$ cat src/rtl/dmem_image_streamer.sv
// Scans the data-memory RAM from address 0 to NUM_WORDS-1 and streams the low
// byte of every word through a small capture FIFO onto a valid/ready pixel port.
module dmem_image_streamer #(
    parameter int NUM_WORDS  = 129600,
    parameter int FIFO_DEPTH = 4,
    parameter int PIXEL_W    = 8
) (
    input  logic               clk,
    input  logic               rst_n,
    input  logic               start,
    output logic               mem_req,
    output logic [31:0]        mem_address,
    input  logic [31:0]        mem_rd,
    output logic               busy,
    output logic               done,
    output logic               pix_valid,
    input  logic               pix_ready,
    output logic [PIXEL_W-1:0] pix_data,
    output logic               pix_last
);

    localparam int PTR_W = (FIFO_DEPTH > 1) ? $clog2(FIFO_DEPTH) : 1;
    localparam int CNT_W = PTR_W + 1;
    localparam logic [31:0]      LAST_ADDR = 32'(NUM_WORDS - 1);
    localparam logic [CNT_W-1:0] FULL_CNT  = CNT_W'(FIFO_DEPTH);

    typedef enum logic [1:0] {
        S_IDLE  = 2'd0,
        S_READ  = 2'd1,
        S_DRAIN = 2'd2
    } state_t;

    state_t             state_q, state_d;
    logic [31:0]        addr_q, addr_d;
    logic [PTR_W-1:0]   wr_ptr_q, wr_ptr_d;
    logic [PTR_W-1:0]   rd_ptr_q, rd_ptr_d;
    logic [CNT_W-1:0]   count_q, count_d;
    logic               done_q, done_d;
    logic [PIXEL_W:0]   fifo_q [FIFO_DEPTH];

    logic               push_s;
    logic               pop_s;
    logic [PIXEL_W:0]   head_s;
    logic [PIXEL_W:0]   entry_s;
    logic               unused_upper_s;

    assign unused_upper_s = ^mem_rd[31:PIXEL_W];

    // Next-state logic: scan FSM, read counter and FIFO bookkeeping.
    always_comb begin
        state_d  = state_q;
        addr_d   = addr_q;
        done_d   = 1'b0;
        push_s   = 1'b0;
        pop_s    = (count_q != CNT_W'(0)) && pix_ready;
        head_s   = fifo_q[rd_ptr_q];
        entry_s  = {(addr_q == LAST_ADDR), mem_rd[PIXEL_W-1:0]};
        wr_ptr_d = wr_ptr_q;
        rd_ptr_d = rd_ptr_q;
        count_d  = count_q;

        case (state_q)
            S_IDLE: begin
                if (start) begin
                    state_d = S_READ;
                    addr_d  = 32'd0;
                end else begin
                    state_d = S_IDLE;
                end
            end
            S_READ: begin
                // Fullness uses the registered count, so a same-cycle pop cannot free a slot.
                if (count_q < FULL_CNT) begin
                    push_s = 1'b1;
                    if (addr_q == LAST_ADDR) begin
                        state_d = S_DRAIN;
                    end else begin
                        addr_d = addr_q + 32'd1;
                    end
                end else begin
                    state_d = S_READ;
                end
            end
            S_DRAIN: begin
                if (pop_s && head_s[PIXEL_W]) begin
                    state_d = S_IDLE;
                    done_d  = 1'b1;
                end else begin
                    state_d = S_DRAIN;
                end
            end
            default: begin
                state_d = S_IDLE;
                addr_d  = 32'd0;
            end
        endcase

        if (push_s) begin
            wr_ptr_d = wr_ptr_q + PTR_W'(1);
        end else begin
            wr_ptr_d = wr_ptr_q;
        end
        if (pop_s) begin
            rd_ptr_d = rd_ptr_q + PTR_W'(1);
        end else begin
            rd_ptr_d = rd_ptr_q;
        end

        case ({push_s, pop_s})
            2'b10:   count_d = count_q + CNT_W'(1);
            2'b01:   count_d = count_q - CNT_W'(1);
            default: count_d = count_q;
        endcase
    end

    // Control and pointer registers with synchronous active-low reset.
    always_ff @(posedge clk) begin
        if (!rst_n) begin
            state_q  <= S_IDLE;
            addr_q   <= 32'd0;
            wr_ptr_q <= PTR_W'(0);
            rd_ptr_q <= PTR_W'(0);
            count_q  <= CNT_W'(0);
            done_q   <= 1'b0;
        end else begin
            state_q  <= state_d;
            addr_q   <= addr_d;
            wr_ptr_q <= wr_ptr_d;
            rd_ptr_q <= rd_ptr_d;
            count_q  <= count_d;
            done_q   <= done_d;
        end
    end

    // Capture FIFO storage: {last flag, pixel} per entry.
    always_ff @(posedge clk) begin
        if (!rst_n) begin
            for (int i = 0; i < FIFO_DEPTH; i++) begin
                fifo_q[i] <= '0;
            end
        end else if (push_s) begin
            fifo_q[wr_ptr_q] <= entry_s;
        end else begin
            fifo_q[wr_ptr_q] <= fifo_q[wr_ptr_q];
        end
    end

    assign mem_req     = (state_q == S_READ);
    assign mem_address = mem_req ? addr_q : 32'd0;
    assign busy        = (state_q != S_IDLE);
    assign done        = done_q;
    assign pix_valid   = (count_q != CNT_W'(0));
    assign pix_data    = pix_valid ? head_s[PIXEL_W-1:0] : PIXEL_W'(0);
    assign pix_last    = pix_valid ? head_s[PIXEL_W] : 1'b0;

endmodule

$ cat config.mk
export PLATFORM = sky130hd
export DESIGN_NAME = dmem_image_streamer
export DESIGN_NICKNAME = d
export VERILOG_FILES = /design/src/rtl/dmem_image_streamer.sv
export SDC_FILE = /design/constraint.sdc
export NUM_CORES = 1
export LEC_CHECK = 0
export CAP_MARGIN = 20
export CELL_PAD_IN_SITES_DETAIL_PLACEMENT = 1
export CELL_PAD_IN_SITES_GLOBAL_PLACEMENT = 2
export CORE_MARGIN = 3
export CORE_UTILIZATION = 35
export CTS_CLUSTER_SIZE = 12
export DETAILED_ROUTE_END_ITERATION = 10
export PLACE_DENSITY_LB_ADDON = 0.15
export REMOVE_ABC_BUFFERS = 1
export SYNTH_ARGS = -nofsm -noshare
export SYNTH_HDL_FRONTEND = slang
export SYNTH_SLANG_ARGS = --single-unit
$ cat constraint.sdc
create_clock -name clk -period 4.5 [get_ports clk]
set_clock_uncertainty 0.2 [all_clocks]
set_input_delay 0.675 -clock clk [delete_from_list [all_inputs] [get_ports clk]]
set_output_delay 0.675 -clock clk [all_outputs]
set_load 0.01 [all_outputs]
Word level (Yosys, flattened, before mapping)

Memories as Yosys holds them, arrays and structs flattened. A register that Yosys moved wholly into a read port is not among the register bits.
Cells that the tools add are included.

Add/sub/neg operators: 5
Multipliers: 0
Div/mod/pow operators: 0
Magnitude comparators: 1
Eq/ne operators: 10
Shifts and indexed selects: 0
Multiplexer cells: 29
Bitwise operators: 2
Reduce and logical (&&, ||, !) cells: 10

Operators with widths:

| kind                    | count |
|---|---|
| $mux W32                | 4 |
| $pmux W32 S3            | 1 |
| $add A32 B1 Y32 const B | 1 |
| $eq A32 B17 Y1 const B  | 1 |
| $mux W9                 | 2 |
| $mux W1                 | 13 |
| $mux W2                 | 6 |
| $reduce_or A9 Y1        | 1 |
| $mux W8                 | 1 |
| $pmux W2 S3             | 1 |
| $pmux W3 S2             | 1 |
| $add A2 B1 Y2 const B   | 2 |
| $eq A2 B1 Y1 const B    | 2 |
| $eq A2 B2 Y1 const B    | 2 |
| $ne A2 B2 Y1 const B    | 2 |
| $reduce_and A2 Y1       | 2 |
| $reduce_and A4 Y1       | 1 |
| $reduce_bool A2 Y1      | 2 |
| $add A3 B1 Y3 const B   | 1 |
| $lt A3 B3 Y1 const B    | 1 |
| $ne A3 B3 Y1 const B    | 1 |
| $reduce_bool A3 Y1      | 1 |
| $sub A3 B1 Y3 const B   | 1 |
| $logic_and A1 B1 Y1     | 2 |
| 5 further kinds         | 5 |

Bits in registers: 42
Bits in latches: 0
Bits in writable memories: 36
Memory bits (read-only): 0
Input port bits: 36
Output and inout port bits: 45
Logic and storage cells: 64
Memories: 1

Memories:

| name   | depth | width | rd ports | clocked after memory_dff | wr ports | line | source |
|---|---|---|---|---|---|---|---|
| fifo_q | 4     | 9     | 1        | 1                        | 4        | 39   | `logic [PIXEL_W:0] fifo_q [FIFO_DEPTH];` |

Logic depth before layout (Yosys ltp)

Gate-level depths: netlist of the first run.

Word-level depth: 10
Depth in mapped cells: 12
Mapped depth without buffers: 9

Least setup slack after synthesis of the first run

Ideal clock, no wire load.

Path type: flip-flop to flip-flop
Start: register state_q[1]
End: register count_q[2]
Arrival: 2.428 ns
Data required time: 4.230 ns
Path slack: 1.801 ns
Cell stages (with the launch flop): 13
Path buffers: 3
Cells stage by stage: dfxtp_1 nand2b_1 buf_2 nor2_2 inv_1 buf_2 buf_1 ha_1 inv_1 fa_1 xor2_1 or3_1 a21oi_1

Longest elaborated chain between the ends: 4
Elaborated cells on any way between the ends: 6
Those cells by class: eq/ne: 3; mux: 2; reduce/logical: 1

RTL lines:

| item                                              | line | source |
|---|---|---|
| start, declared                                   | 33   | `state_t state_q, state_d;` |
| start signal, assigned                            | 126  | `state_q <= state_d;` |
| $eq A2 B1 Y1 *                                    | 62   | `case (state_q)` |
| $mux W1 *                                         | 62   |  |
| $eq A2 B1 Y1 or $eq A2 B2 Y1 (tied branches)      | 109  | `case ({push_s, pop_s})` |
| $pmux W3 S2 or $reduce_bool A2 Y1 (tied branches) | n/a  |  |
| end signal, assigned                              | 130  | `count_q <= count_d;` |
| end, declared                                     | 37   | `logic [CNT_W-1:0] count_q, count_d;` |

Every way passes the cells marked *; elsewhere a longest branch is shown, timed or not.
A chain may end at the register's enable or synchronous reset.

==> impl_metrics.env, run 1 <==
export IMPL_outcome="complete, no violations"
export IMPL_grt_ovfl_total=0
export IMPL_drive_above_1_share_pct=9.37
export IMPL_clk_latency_ps=340
export IMPL_cts_sinks=80
export IMPL_first_pass_iters=4
export IMPL_cts_buffer_depth=2
export IMPL_start_util_pct=36.0
export IMPL_reg2reg_depth=7
export IMPL_cts_resized=0
export IMPL_ios=81
export IMPL_ys_ff_latch=80
export IMPL_design_core_area_sq_mm=0.0121
export IMPL_end_kind="primary output"
export IMPL_cts_setup_buffers=0
export IMPL_hold_class="flop to flop"
export IMPL_async_reset_ff_share_pct=0
export IMPL_tightest_slew_ps=915
export IMPL_syn_area_sq_mm=0.00436
export IMPL_fin_nets=557
export IMPL_setup_violations_final=0
export IMPL_slew_violations=0
export IMPL_finalCritPeriodShare_pct=70.8
export IMPL_diodes=0
export IMPL_cp_required_ps=3620
export IMPL_tns_ps=0
export IMPL_rsz0062_at_grt="no"
export IMPL_avgViaCountPerCell=5.44
export IMPL_io_buffers=56
export IMPL_worstHoldPathCells=2
export IMPL_max_vdd_ir_drop_v=0.000168
export IMPL_ys_types=54
export IMPL_cp_data_arrival_time_ps=2310
export IMPL_fin_util_pct=44.5
export IMPL_fp_dieH_um=118
export IMPL_criticalPathCategory="flop to primary output"
export IMPL_antenna_found_initial=0
export IMPL_via_count=3760
export IMPL_drtIter0Drc=175
export IMPL_die_x_um=118
export IMPL_grt_max_degree=35
export IMPL_max_slew_margin_rel_pct=38.5
export IMPL_startpoint_type="flop"
export IMPL_drv_cap=0
export IMPL_syn_inst=472
export IMPL_layout_cells_non_filler=691
export IMPL_finalWirelength_um=13000
export IMPL_num_rows=40
export IMPL_cts_tree="yes"
export IMPL_yosys_most_used_dff="dfxtp_1"
export IMPL_synth_edf_count=36
export IMPL_grt_pass1_vias=4032
export IMPL_area_growth_synth_to_final_pct=23.5
export IMPL_wl_per_cell_um=18.8
export IMPL_hold_viol=0
export IMPL_die_area_sq_mm=0.0138
export IMPL_numCtsBuffers=9
export IMPL_dp_cells=674
export IMPL_fin_crit_ps=3190
export IMPL_timing_fmax_mhz=314
export IMPL_grt_pass1_wl_um=21600
export IMPL_gp_routability_congestion=0.801
export IMPL_path_max_fanout=9
export IMPL_cts_root_buf="clkbuf_16"
export IMPL_hpwl_um=8580
export IMPL_avgSynthCellArea_sq_um=9.24
export IMPL_ctsHoldBuffers=0
export IMPL_drc=0
export IMPL_p_per_area_mw_per_mm2=390
export IMPL_final_antenna_net_count=0
export IMPL_path_clk_slew_ps=60
export IMPL_track_usage_pct=19.5
export IMPL_yosys_warnings=0
export IMPL_p_leak_uw=0.00185
export IMPL_cts_max_level=3
export IMPL_total_power_uw=2100
export IMPL_yosysSeqAreaShare_pct=45.0
[where the power goes]
| part | internal, uW | switching, uW | leakage, uW |
|---|---|---|---|
| registers | 810 | 56.3 | 0.000729 |
| logic | 222 | 235 | 0.000970 |
| clock network | 483 | 295 | 0.000148 |
[stage by stage]
stage / area, sq um / setup slack [ps] / hold WS (ps)
after detailed placement: 5060 / 1570 / 308
after global placement: 5060 / 1610 / 288
final: 5380 / 1310 / 317
after CTS: 5370 / 1230 / 321
after global routing: 5380 / 1140 / 332
after floorplan: 4190 / 1610 / 255
[critical path, cell delays in order (launching register included)]
cell	delay (ps)
dfxtp_1	730
mux4_2	610
and2_1	170
clkdlybuf4s50_1	470
[final cells by class]
cell class | instances | area [sq um]
Fill cell | 1401 | 6730
Multi-Input combinational cell | 337 | 2150
Sequential cell | 80 | 1960
Timing Repair Buffer | 70 | 669
Clock buffer | 10 | 229
Tap cell | 168 | 210
Clock inverter | 6 | 83.8
Inverter | 20 | 75.1
[logic make-up (layout without fill, tap and decap cells)]
family	count (synthesis)	after routing	synth area share (%)
simple gates	233	233	30.0
compound gates	86	86	12.5
flops	80	80	45.0
buf+inv	55	106	5.60
mux	9	9	4.65
xor+xnor	6	6	1.21
fa+ha+maj	3	3	1.03
[synthesized netlist by cell type, drive strengths merged, types with 5 or more instances]
cell	number	area (sq um)
or3	5	31.3
buf	19	109
nand2	42	158
a21oi	19	95.1
dfxtp	44	881
clkbuf	16	60.1
nand3	13	70.1
o21ai	26	130
nor4	13	133
or4	6	45.0
nor2	50	190
inv	19	71.3
mux4	9	203
nor3	15	80.1
and2	48	300
a31oi	15	93.8
nand4	19	134
edfxtp	36	1080
nand2b	6	37.5
[cell usage in the layout (no fill, tap or decap), drive strengths merged, types with 4 or more instances in the layout]
master,synthesis,routed
nand2b,6,6
nor2,50,50
nand4,19,19
nor4,13,13
nand2,42,42
clkinv,1,4
or4,6,6
mux4,9,9
and2,48,48
o31ai,4,4
o21ai,26,26
and3,4,4
a41oi,4,4
nand3,13,13
clkbuf,16,10
clkdlybuf4s50,0,56
a31oi,15,15
inv,19,19
edfxtp,36,36
buf,19,14
nor3,15,15
xor2,4,4
a21oi,19,19
dfxtp,44,44
or3,5,5
[flip-flops by register name, indices dropped and copies added, names as in the netlist, named ones only]
register / flops
state_q: 2
done: 1
count_q: 3
fifo_q: 36
rd_ptr_q: 2
addr_q: 32
wr_ptr_q: 2
[routing by layer]
layer	up-vias	part of all wire [%]	track usage [%]	wire length [um]
met1	1873	45	24.3	5850
met3	12	2.6	2.84	340
met5	-	0	0	0
met2	65	51	34.4	6630
li1	1810	-	-	-
met4	0	1.1	6.89	148
[path summary, 6_finish.rpt]
check	start	endpoint	slack, ps
max	flop	pix_last	1310
min	state_q[1]$_SDFFE_PN0P_	done$_SDFF_PN0_	320
max reg2reg	state_q[0]$_SDFFE_PN0P_	fifo_q[0][4]$_SDFFCE_PN0P_	1840
min reg2reg	state_q[1]$_SDFFE_PN0P_	done$_SDFF_PN0_	320
No activity file was read; power rests on OpenSTA's default activity.
==> inputs of run 2 (changes only) <==
--- a/config.mk
+++ b/config.mk
@@ -9,7 +9,7 @@
 export CELL_PAD_IN_SITES_DETAIL_PLACEMENT = 1
 export CELL_PAD_IN_SITES_GLOBAL_PLACEMENT = 2
 export CORE_MARGIN = 3
-export CORE_UTILIZATION = 35
+export CORE_UTILIZATION = 29
 export CTS_CLUSTER_SIZE = 12
 export DETAILED_ROUTE_END_ITERATION = 10
 export PLACE_DENSITY_LB_ADDON = 0.15
==> constraint.sdc (replaced) <==
create_clock -name clk -period 2.8 [get_ports clk]
set_clock_uncertainty 0.2 [all_clocks]
set_input_delay 0.42 -clock clk [delete_from_list [all_inputs] [get_ports clk]]
set_output_delay 0.42 -clock clk [all_outputs]
set_load 0.01 [all_outputs]
==> run 2 against run 1 <==
  * Power increased by 62%
  * Register-to-register slack worse by 1500 ps
  * Flip-flop and latch count unchanged
  * Combinational power up 81%
  * Clock-buffer cell count is the same
  * First-iteration DRC count grew 6.9%
  * Sequential power is 57% higher
  * Global-route usage shrank 1.9 points
  * Critical path type unchanged
  * Largest power group unchanged
==> impl_metrics.env, run 2 (same netlist as run 1, synthesis figures left out) <==
export IMPL_hold_class="flop to flop"
export IMPL_cp_required_ps=2180
export IMPL_startpoint_type="flop"
export IMPL_hold_slack_ps=294
export IMPL_stdcell_area_sq_mm=0.00549
export IMPL_dp_cells=700
export IMPL_via_count=3852
export IMPL_grt_max_degree=40
export IMPL_n_fill_cell=1674
export IMPL_area_growth_synth_to_final_pct=25.8
export IMPL_ctsHoldBuffers=0
export IMPL_p_leak_uw=0.00190
export IMPL_multi_input_area_sq_mm=0.00215
export IMPL_placedInstanceArea_sq_mm=0.00518
export IMPL_drv_cap=0
export IMPL_diodes=0
export IMPL_ios=81
export IMPL_cts_tree="yes"
export IMPL_fin_nets=566
export IMPL_cp_data_arrival_time_ps=2080
export IMPL_fp_dieH_um=129
export IMPL_avgViaCountPerCell=5.38
export IMPL_largest_registers="fifo_q: 36 flops, addr_q: 32 flops, count_q: 3 flops"
export IMPL_design_core_area_sq_mm=0.0146
export IMPL_cts_max_level=3
export IMPL_start_util_pct=29.8
export IMPL_outcome="complete, no violations"
export IMPL_antenna_found_initial=0
export IMPL_hold_viol=0
export IMPL_seq_area_sq_mm=0.00196
export IMPL_num_rows=44
export IMPL_finalWirelength_um=13800
export IMPL_path_max_fanout=9
export IMPL_cts_buffer_depth=2
export IMPL_grt_pass1_wl_um=22600
export IMPL_final_cell_mix="clkdlybuf4s50_1 (56), nor2_1 (49), and2_1 (48)"
export IMPL_die_area_sq_mm=0.0165
export IMPL_layout_cells_non_filler=716
export IMPL_first_pass_iters=4
export IMPL_hpwl_um=9400
export IMPL_drtIter0Drc=187
export IMPL_rsz0062_at_grt="no"
export IMPL_finalCritPeriodShare_pct=96.4
export IMPL_wl_per_cell_um=19.3
export IMPL_cts_root_buf="clkbuf_16"
export IMPL_tightest_slew_ps=679
export IMPL_max_slew_margin_rel_pct=54.3
export IMPL_timing_fmax_mhz=370
export IMPL_final_common_cell="clkdlybuf4s50_1"
export IMPL_path_clk_slew_ps=60
export IMPL_largest_register_ffs=36
export IMPL_grt_ovfl_total=0
export IMPL_grt_pass1_vias=4123
export IMPL_slew_violations=0
export IMPL_p_per_area_mw_per_mm2=622
export IMPL_io_buffers=56
export IMPL_top_register="fifo_q"
export IMPL_die_x_um=129
export IMPL_cts_setup_buffers=0
export IMPL_criticalPathCategory="flop to primary output"
export IMPL_drive_above_1_share_pct=11.8
export IMPL_setup_violations_final=0
export IMPL_track_usage_pct=17.6
export IMPL_fin_crit_ps=2700
export IMPL_gp_routability_congestion=0.806
export IMPL_final_antenna_net_count=0
export IMPL_numCtsBuffers=9
export IMPL_max_vdd_ir_drop_v=0.000255
export IMPL_cts_sinks=80
export IMPL_clk_latency_ps=350
export IMPL_drc=0
export IMPL_end_kind="primary output"
==> run 2: changes by cell type in the layout (fill, tap and decap cells not counted), sizes merged <==
cell and delta:
buf +9, inv +2, bufinv -1, clkinvlp -1
==> run 2: stage by stage <==
stage | util, % | setup slack, ps | setup TNS (ps) | power [uW]
2_1_floorplan | - | -87.2 | -87.2 | 1820
3_3_place_gp | 35.4 | 226 | 0 | 2210
5_1_grt | 37.5 | 4.42 | 0 | 3590
4_1_cts | 37.5 | 68.5 | 0 | 3470
3_5_place_dp | 35.4 | 171 | 0 | 2230
6_report | 37.5 | 100 | 0 | 3420
==> run 2: path summary, 6_finish.rpt <==
kind | from | endpoint | slack [ps] | cells past startpoint
max | flop | pix_last | 100 | 4
max reg2reg | addr_q[0]$_SDFFE_PN0P_ | fifo_q[0][8]$_SDFFCE_PN0P_ | 330 | 5
min reg2reg | state_q[0]$_SDFFE_PN0P_ | done$_SDFF_PN0_ | 290 | 1
min | state_q[0]$_SDFFE_PN0P_ | done$_SDFF_PN0_ | 290 | 1
==> run 2: metal layers <==
| layer | global-route usage (%) | up-vias | wire, um |
|---|---|---|---|
| li1 | - | 1827 | - |
| met1 | 21.4 | 1946 | 6130 |
| met2 | 31.5 | 65 | 7060 |
| met3 | 3.90 | 14 | 468 |
| met4 | 4.32 | 0 | 184 |
| met5 | 0 | - | 0 |
==> run 2: power by group <==
part | switching [uW] | leakage, uW | internal [uW] | total, uW
Sequential | 53.5 | 0.000729 | 1300 | 1360
Combinational | 431 | 0.00102 | 396 | 827
Clock | 512 | 0.000153 | 720 | 1230
==> run 2: final cells by class <==
class | instances | area share (%)
flip-flops and latches | 80 | 35.8
repair buffers | 79 | 13.8
clock inverters | 6 | 1.21
inverters | 20 | 1.37
well taps | 184 | 4.20
multi-input cells | 337 | 39.3
clock buffers | 10 | 4.36
==> run 2: critical path, cell delays in order, from the launching register on <==
cell and delay [ps]:
dfxtp_1 310, buf_4 230, mux4_2 550, and2_1 180, clkdlybuf4s50_1 470
==> run 2: timing repair <==
item | 4_1_cts | 5_1_grt
resized for setup | 0 | 2
setup endpoints to repair | 0 | 19
endpoints found under the hold margin | 0 | 0
==> inputs of run 3 (changes only) <==
--- a/config.mk
+++ b/config.mk
@@ -5,11 +5,12 @@
 export SDC_FILE = /design/constraint.sdc
 export NUM_CORES = 1
 export LEC_CHECK = 0
+export ABC_AREA = 1
 export CAP_MARGIN = 20
 export CELL_PAD_IN_SITES_DETAIL_PLACEMENT = 1
 export CELL_PAD_IN_SITES_GLOBAL_PLACEMENT = 2
 export CORE_MARGIN = 3
-export CORE_UTILIZATION = 29
+export CORE_UTILIZATION = 26
 export CTS_CLUSTER_SIZE = 12
 export DETAILED_ROUTE_END_ITERATION = 10
 export PLACE_DENSITY_LB_ADDON = 0.15
==> run 3 against run 2 <==
  * Power up 21%
  * Critical path depth rose by 3
  * Combinational power is 60% higher
  * Final area is 8.1% higher
  * Setup slack gained 37 ps
  * Sequential power increased by 7%
  * Routed wire length is 16% higher
  * Global-route usage shrank 0.70 points
  * Cell count grew 41%
  * Synthesized cell count up 53%
  * Maximum frequency up 1.4%
  * Core utilization fell by 3.8 points
  * Largest cell class unchanged
==> impl_metrics.env, run 3 <==
export IMPL_critPathTopFamily="buffers and inverters"
export IMPL_stdcell_area_sq_mm=0.00593
export IMPL_numCtsBuffers=9
export IMPL_hpwl_um=11500
export IMPL_fin_util_pct=33.7
export IMPL_final_cell_mix="nor2_1 (204), nand2_1 (179), inv_1 (91)"
export IMPL_finalWirelength_um=16100
export IMPL_cp_data_arrival_time_ps=2040
export IMPL_final_antenna_net_count=0
export IMPL_placedInstanceArea_sq_mm=0.00560
export IMPL_async_reset_ff_share_pct=0
export IMPL_path_max_fanout=13
export IMPL_fin_crit_ps=2660
export IMPL_die_area_sq_mm=0.0199
export IMPL_ys_top_cells_by_count="nor2_1 (204), nand2_1 (179), inv_1 (91)"
export IMPL_cts_buffer_depth=2
export IMPL_drc=0
export IMPL_grt_max_degree=44
export IMPL_clkPwrFrac_pct=33.1
export IMPL_setup_violations_final=0
export IMPL_timing_fmax_mhz=376
export IMPL_cts_sinks=80
export IMPL_cts_max_level=3
export IMPL_crit_path_cell_trace="buf_4 -> buf_4 -> nor2_1 -> nor2_1 -> o21ai_0 -> a21oi_1 -> clkdlybuf4s50_1"
export IMPL_fin_nets=822
export IMPL_n_fill_cell=2228
export IMPL_largest_registers="fifo_q: 36 flops, addr_q: 32 flops, count_q: 3 flops"
export IMPL_grt_ovfl_total=0
export IMPL_synth_edf_count=36
export IMPL_avgViaCountPerCell=4.63
export IMPL_ios=81
export IMPL_startpoint_type="flop"
export IMPL_criticalPathCategory="flop to primary output"
export IMPL_final_common_cell="nor2_1"
export IMPL_diodes=0
export IMPL_p_per_area_mw_per_mm2=697
export IMPL_io_buffers=56
export IMPL_rsz0062_at_grt="yes"
export IMPL_comb_power_share_pct=31.9
export IMPL_drtIter0Drc=201
export IMPL_yosysSeqAreaShare_pct=41.4
export IMPL_avgSynthCellArea_sq_um=6.57
export IMPL_drv_cap=0
export IMPL_switchingPower_uw=1480
export IMPL_ys_types=32
export IMPL_drive_above_1_share_pct=5.84
export IMPL_num_rows=48
export IMPL_p_leak_uw=0.00243
export IMPL_antenna_found_initial=0
export IMPL_start_util_pct=26.9
export IMPL_hold_slack_ps=286
export IMPL_p_seq_share_pct=35.0
export IMPL_finalCritPeriodShare_pct=95.1
export IMPL_switching_share_pct=35.8
export IMPL_yosys_most_used_dff="dfxtp_1"
export IMPL_hold_class="flop to flop"
export IMPL_synth_top_cell_area_share_pct=22.8
export IMPL_hold_viol=0
export IMPL_wl_per_cell_um=15.9
export IMPL_cts_tree="yes"
export IMPL_clk_latency_ps=350
export IMPL_first_pass_iters=5
export IMPL_design_core_area_sq_mm=0.0176
export IMPL_yosys_top_cells_area="edfxtp_1 (23%), dfxtp_1 (19%), nor2_1 (16%)"
export IMPL_outcome="complete, no violations"
export IMPL_cp_slowest_cell="clkdlybuf4s50_1"
export IMPL_top_register="fifo_q"
export IMPL_yosysMostFrequentCell="nor2_1"
export IMPL_grt_pass1_vias=4997
export IMPL_end_kind="primary output"
export IMPL_slew_violations=0
export IMPL_crit_buf_inv=3
export IMPL_cts_setup_buffers=0
export IMPL_ctsHoldBuffers=0
export IMPL_largest_register_ffs=36
export IMPL_track_usage_pct=16.9
export IMPL_max_vdd_ir_drop_v=0.000326
export IMPL_critPathMaxStageDelay_ps=550
export IMPL_fp_dieH_um=141
export IMPL_path_clk_slew_ps=70
export IMPL_via_count=4690
export IMPL_ys_ff_latch=80
export IMPL_cts_root_buf="clkbuf_16"
export IMPL_die_x_um=141
export IMPL_cts_resized=0
export IMPL_cp_required_ps=2180
export IMPL_area_growth_synth_to_final_pct=25.1
export IMPL_syn_inst=722
export IMPL_synth_largest_area_cell="edfxtp_1"
export IMPL_gp_routability_congestion=0.817
export IMPL_max_slew_margin_rel_pct=63.7
export IMPL_power_internal_uw=2650
export IMPL_yosys_warnings=0
export IMPL_tightest_slew_ps=543
export IMPL_grt_pass1_wl_um=26400
export IMPL_syn_area_sq_mm=0.00474
## run 3: cell types whose count changed after synthesis, sizes merged, moves of 7 or more
| cell | before | now |
|---|---|---|
| nor2 | 50 | 210 |
| nand2 | 42 | 184 |
| inv | 19 | 91 |
| and2 | 48 | 2 |
| nand3 | 13 | 51 |
| a31oi | 15 | 1 |
| nand4 | 19 | 5 |
| nor3 | 15 | 3 |
| nor4 | 13 | 1 |
| mux4 | 9 | 0 |
| clkbuf | 16 | 9 |
## run 3: final cells by class
class / count / area (sq um) / share of cell area, %
Tap cell: 225 / 282 / 4.75
Inverter: 93 / 349 / 5.89
Multi-Input combinational cell: 525 / 2300 / 38.7
Sequential cell: 80 / 1960 / 33.1
Clock inverter: 7 / 108 / 1.81
Timing Repair Buffer: 74 / 708 / 11.9
Clock buffer: 9 / 225 / 3.80
## run 3: worst register-to-register path, delay by kind of cell, from the launching register on
| kind | cells | cell delay, ps |
|---|---|---|
| AND/OR/NAND/NOR | 8 | 1150 |
| buffers and inverters | 2 | 250 |
| adder cells (fa/ha/maj) | 1 | 270 |
| flip-flops | 1 | 400 |
## run 3: power groups by stage
| stage | Clock, uW | Combinational, uW | Sequential, uW |
|---|---|---|---|
| 2_1_floorplan | 0 | 713 | 1460 |
| 3_3_place_gp | 0 | 1310 | 1470 |
| 3_5_place_dp | 0 | 1340 | 1470 |
| 4_1_cts | 1400 | 1350 | 1450 |
| 5_1_grt | 1450 | 1510 | 1460 |
| 6_report | 1370 | 1320 | 1450 |
## run 3: stage by stage
stage / TNS (ps) / setup WS (ps) / instances / power, uW
4_1_cts: 0 / 102 / 1013 / 4200
6_report: 0 / 137 / 1013 / 4130
3_3_place_gp: 0 / 262 / 997 / 2780
5_1_grt: -60.5 / -23.9 / 1013 / 4420
2_1_floorplan: 0 / 335 / 698 / 2180
3_5_place_dp: 0 / 226 / 997 / 2820
## run 3: final timing paths
check                           startpoint                 endpoint  slack [ps]  depth (start not counted)
hold / removal    rd_ptr_q[0]$_SDFFE_PN0P_                     flop         290                          1
setup reg to reg    addr_q[1]$_SDFFE_PN0P_  addr_q[30]$_SDFFE_PN0P_         470                         11
setup / recovery                      flop              pix_data[4]         140                          7
hold reg to reg   rd_ptr_q[0]$_SDFFE_PN0P_                     flop         290                          1
## run 3: per-layer routing
layer | global-route usage, % | vias to the layer above | part of all wire (%)
met5 | 0 | - | 0
met4 | 5.30 | 0 | 1.6
met3 | 1.90 | 15 | 2.6
met2 | 30.9 | 69 | 51
met1 | 20.6 | 2245 | 44
li1 | - | 2361 | -
## run 3: cells by family (layout without fill, tap and decap cells)
family	count (synthesis)	after routing	synth area share [%]
simple gates	459	459	40.4
buf+inv	117	183	10.2
flops	80	80	41.4
compound gates	61	61	6.73
fa+ha+maj	3	3	0.950
xor+xnor	2	2	0.370
